`config.mk`:
```
export PLATFORM = sky130hd
export DESIGN_NAME = uart_cmd_ctrl
export DESIGN_NICKNAME = d
export VERILOG_FILES = /design/src/rtl/uart_cmd_ctrl.sv
export SDC_FILE = /design/constraint.sdc
export NUM_CORES = 1
export LEC_CHECK = 0
export CELL_PAD_IN_SITES_DETAIL_PLACEMENT = 1
export CELL_PAD_IN_SITES_GLOBAL_PLACEMENT = 1
export CORE_MARGIN = 2
export CORE_UTILIZATION = 30
export DETAILED_ROUTE_END_ITERATION = 10
export GPL_TIMING_DRIVEN = 0
export MAX_ROUTING_LAYER = met4
export PLACE_DENSITY_LB_ADDON = 0.1
export SLEW_MARGIN = 20
export SYNTH_ARGS = -nofsm -noshare
export SYNTH_HDL_FRONTEND = slang
export SYNTH_SLANG_ARGS = --single-unit
```
`constraint.sdc`:
```
create_clock -name CLK -period 4.65 [get_ports CLK]
set_input_delay 0.93 -clock CLK [delete_from_list [all_inputs] [get_ports CLK]]
set_output_delay 0.93 -clock CLK [all_outputs]
set_load 0.01 [all_outputs]
```
`src/rtl/uart_cmd_ctrl.sv`:
```
// uart_cmd_ctrl: parses UART command frames into single bus reads/writes and returns the response bytes.
module uart_cmd_ctrl #(
  parameter int ADDR_BYTES  = 2,
  parameter int DATA_BYTES  = 4,
  parameter int TIMEOUT_CYC = 1_000_000
) (
  input  logic                    CLK,
  input  logic                    rst_n,
  input  logic [7:0]              rx_data,
  input  logic                    rx_valid,
  output logic [7:0]              tx_data,
  output logic                    tx_valid,
  input  logic                    tx_ready,
  output logic                    bus_req,
  output logic                    bus_we,
  output logic [8*ADDR_BYTES-1:0] bus_addr,
  output logic [8*DATA_BYTES-1:0] bus_wdata,
  input  logic                    bus_ack,
  input  logic [8*DATA_BYTES-1:0] bus_rdata,
  output logic                    busy,
  output logic                    err
);
  localparam int AW = 8*ADDR_BYTES;
  localparam int DW = 8*DATA_BYTES;
  localparam int CW = $clog2((ADDR_BYTES > DATA_BYTES ? ADDR_BYTES : DATA_BYTES) + 1);
  localparam int TW = $clog2(TIMEOUT_CYC);
  localparam logic [2:0] IDLE = 3'd0, ADDR = 3'd1, WDATA = 3'd2, BUS = 3'd3, RESP = 3'd4;
  logic [2:0] state, state_n;
  logic [CW-1:0] cnt, rlen;
  logic [TW-1:0] tmr;
  logic [DW-1:0] rbuf;
  logic opc_ok, addr_last, data_last, tmo, tx_hs, tx_done;
  always_comb begin
    opc_ok = rx_data == 8'h57 || rx_data == 8'h52;
    addr_last = cnt == CW'(ADDR_BYTES - 1);
    data_last = cnt == CW'(DATA_BYTES - 1);
    tmo = (state == ADDR || state == WDATA) && !rx_valid && tmr == TW'(TIMEOUT_CYC - 1);
    tx_hs = tx_valid && tx_ready;
    tx_done = tx_hs && cnt == rlen - CW'(1);
    state_n = state == IDLE  ? (rx_valid ? (opc_ok ? ADDR : RESP) : IDLE) :
              state == ADDR  ? (rx_valid ? (addr_last ? (bus_we ? WDATA : BUS) : ADDR) : tmo ? IDLE : ADDR) :
              state == WDATA ? (rx_valid ? (data_last ? BUS : WDATA) : tmo ? IDLE : WDATA) :
              state == BUS   ? (bus_ack ? RESP : BUS) :
              state == RESP  ? (tx_done ? IDLE : RESP) : IDLE;
  end
  always_ff @(posedge CLK or negedge rst_n) begin
    if (!rst_n) begin
      state <= IDLE;
      busy <= 1'b0;
      err <= 1'b0;
      tmr <= '0;
      cnt <= '0;
      rlen <= '0;
      rbuf <= '0;
      tx_data <= 8'h00;
      tx_valid <= 1'b0;
      bus_req <= 1'b0;
      bus_we <= 1'b0;
      bus_addr <= '0;
      bus_wdata <= '0;
    end else begin
      state <= state_n;
      busy <= state_n != IDLE;
      err <= (state == IDLE && rx_valid && !opc_ok) || ((state == BUS || state == RESP) && rx_valid) || tmo;
      tmr <= rx_valid ? '0 : tmr + TW'(1);
      cnt <= state_n != state ? '0 : ((state == ADDR || state == WDATA) && rx_valid) || tx_hs ? cnt + CW'(1) : cnt;
      if (state == IDLE && rx_valid) begin
        bus_we <= rx_data == 8'h57;
        if (!opc_ok) begin
          tx_data <= 8'h45;
          tx_valid <= 1'b1;
          rlen <= CW'(1);
        end
      end
      if (state == ADDR && rx_valid) bus_addr <= (bus_addr << 8) | AW'(rx_data);
      if (state == WDATA && rx_valid) bus_wdata <= (bus_wdata << 8) | DW'(rx_data);
      if (state_n == BUS && state != BUS) bus_req <= 1'b1;
      // first response byte goes out straight from the ack, the rest drain from rbuf
      if (state == BUS && bus_ack) begin
        bus_req <= 1'b0;
        tx_valid <= 1'b1;
        tx_data <= bus_we ? 8'h4B : bus_rdata[DW-1 -: 8];
        rbuf <= bus_rdata << 8;
        rlen <= bus_we ? CW'(1) : CW'(DATA_BYTES);
      end
      if (tx_hs) begin
        tx_data <= rbuf[DW-1 -: 8];
        rbuf <= rbuf << 8;
        if (tx_done) tx_valid <= 1'b0;
      end
    end
  end
endmodule
```
==> impl_results.md <==
- Status: finished, final reports clean
- Initial antenna violation count: 0
- Filler instances: 1794
- Worst skew pair latency: 0.41 ns
- Die Ht: 133 µm
- Maximum VDD drop: 0.274 mV
- Post-route ant nets: 0
- WL/cell: 16.9 µm
- Area Overhead vs Synth: 39.4%
- Multi-input gate area: 2040 µm²
- First-pass GRT wire length: 23100 µm
- Residual DRC: 0
- Clock sinks: 113
- Crit-path max FO: 7
- Max Root-Sink Buffers: 2
- Slew Limit Headroom: 48.7%
- Syn Nets: 506
- YS warnings: 0
- DRT iter0 DRCs: 139
- RSZ-0062 raised after global routing: no
- Final Wtd Congestion: 0.780
- Post-CTS Hold Buffers: 0
- Initial Util: 30.5%
- Leak Pwr: 3.06 nW
- Layout cell share with drive strength beyond 1: 16.3%
- Max-slew violations: 0
- Num CTS Buffers: 17
- Final hold viol count: 0
- Vias/cell: 4.76
- Clock slew at reported path FFs: 0.05 ns
- Std cell rows: 47
- Die area: 17700 µm²
- Tcrit/Tclk final: 61.0%
- Pwr dens: 450 nW/µm²
- Vias in the first global route: 4285
- Area leader, netlist: dfrtp_1
- Total grt overflow: 0
- Post-route setup slack: 1.81 ns
- Most frequent cells in the layout: dfrtp_1, clkdlybuf4s50_1, nand2_1
- Unique cell type count in the Yosys netlist: 44
- First-pass DRT Iterations: 4
- I/O pin count: 106
- Reg area: 2830 µm²
- Post-DP HPWL: 9970 µm
- Routed WL: 13800 µm
- Dpl cells: 782
- Diode count: 0
- Worst EP arrival: 3.13 ns
- Fin crit period: 2.84 ns
- Syn Inst Count: 457
- Worst hold-check path type: in2async
- Share of the synthesized area in the top cell type: 56.6%
- Total Power: 3.13 mW
- Worst-Margin Slew: 0.767 ns
- Synth top area cells: dfrtp_1, mux2_2, nand2_1
- Setup CP Type: in2reg
- Synthesized area per cell: 10.9 µm²
- Post-synthesis register bit count: 113
- IO Port Bufs: 104
- CTS resizes: 0
- Nets: 630
- Commonest non-fill, non-tap cell in the layout: dfrtp_1
- Setup Buffers After CTS: 0
- Largest net degree at the start of global routing: 64
- # setup viols final: 0
- Pre-CTS setup slack: 1.34 ns
- CTS tree: done
- Crit path capture type: flop
- Vias: 3873
- Non-filler cells in the finished layout: 814
- Core area: 16400 µm²
- Startpoint type of the worst setup path: input port
- Htree depth: 4
- Worst Skew: 0.0119 ns
- Global-route usage over all layers: 17.4%
- Root Buffer Master: clkbuf_16
- Synth Cell Area: 5000 µm²
- Max Clk Rate: 353 MHz
- Max_cap viols: 0
- Die width: 133 µm
- Register area share after synthesis: 56.6%
- Critical Path RT: 4.94 ns
through the flow:
stage | cell area (µm²) | setup TNS [ns] | utilization, % | hold slack [ns]
5_1_grt | 6970 | 0 | 42.5 | 0.490
3_5_place_dp | 6340 | 0 | 38.7 | 0.473
6_report | 6970 | 0 | 42.5 | 0.469
3_3_place_gp | 6310 | -220.91 | 38.5 | 0.459
2_1_floorplan | 5000 | 0 | - | 0.439
4_1_cts | 6970 | 0 | 42.5 | 0.473
where the power goes:
group	switching, mW	total (mW)	internal, mW	leakage (nW)
clock	0.465	1.37	0.909	0.299
combinational	0.273	0.531	0.257	1.27
sequential	0.106	1.23	1.12	1.49
total	0.844	3.13	2.29	3.06
synth_stat cells:
master and count:
a211oi_1 4, a21boi_2 1, a21o_1 1, a21oi_1 13, a21oi_2 1, a22oi_1 5
a311oi_1 1, a31oi_1 18, and2_1 3, and3_1 6, and4_1 4, and4_4 1
and4bb_2 1, buf_2 9, buf_6 1, clkbuf_1 13, dfrtp_1 113, ha_1 4
inv_1 7, mux2_1 1, mux2_2 47, mux2i_1 1, nand2_1 68, nand2b_1 3
nand3_1 15, nand3b_1 3, nand4_1 6, nor2_1 41, nor2b_1 7, nor3_1 7
nor4_1 1, nor4b_4 1, nor4bb_1 1, o211a_1 2, o21ai_0 13, o22a_1 1
o22ai_1 5, o31a_1 1, o41ai_1 1, or3_1 5, or3b_2 1, or4_4 1
xnor2_1 9, xor2_1 10
metal layers:
layer | share of wire, % | GRT usage, % | vias to the layer above
met5 | 0 | - | -
met4 | 0.95 | 5.44 | 0
met3 | 2.7 | 3.79 | 12
met2 | 50 | 28.4 | 63
met1 | 46 | 21.6 | 1942
li1 | - | - | 1856
critical path, stage by stage:
cell	delay, ns
clkdlybuf4s50_1	0.52
nor4bb_1	0.41
nand3_1	0.32
a21oi_2	0.41
nand2b_1	0.15
o41ai_1	0.39
path summary, 6_finish.rpt:
| kind | start | to | slack (ns) | depth (start not counted) |
|---|---|---|---|---|
| min in group CLK | tmr[0] | tmr[0] | 0.48 | 1 |
| hold / removal | rst_n | tmr[18] | 0.47 | 1 |
| max in group asynchronous | rst_n | bus_wdata[14] | 3.51 | 2 |
| setup / recovery | rx_data[4] | bus_req | 1.81 | 6 |
| setup reg to reg | state[2] | bus_addr[11] | 2.42 | 4 |
| hold reg to reg | tmr[0] | tmr[0] | 0.48 | 1 |
registers in the layout, indices dropped and copies added, names as in the netlist:
name       flops
busy           1
tmr           20
bus_addr      16
rlen           2
rbuf          24
bus_we         1
bus_wdata     32
bus_req        1
tx_data        8
state          3
cnt            3
tx_valid       1
err            1
kinds of logic after synthesis:
| kind of cell | after synthesis | share of synthesized area (%) |
|---|---|---|
| AOI/OAI and AO/OA | 67 | 8.49 |
| xor gates and xnor gates | 19 | 3.33 |
| adders and majority gates | 4 | 1.00 |
| buffers and inverters | 30 | 2.63 |
| DFF | 113 | 56.6 |
| muxes | 49 | 11.0 |
| and+or+nand+nor | 175 | 17.0 |
final cells by class:
cell class	instances	area share [%]
sequential	113	40.6
multi-input combinational	314	29.3
timing repair buffer	105	15.3
clock buffer	19	6.35
tap	220	3.95
clock inverter	13	2.64
buffer	23	1.51
inverter	7	0.377
(Power assumes the default switching activity.)
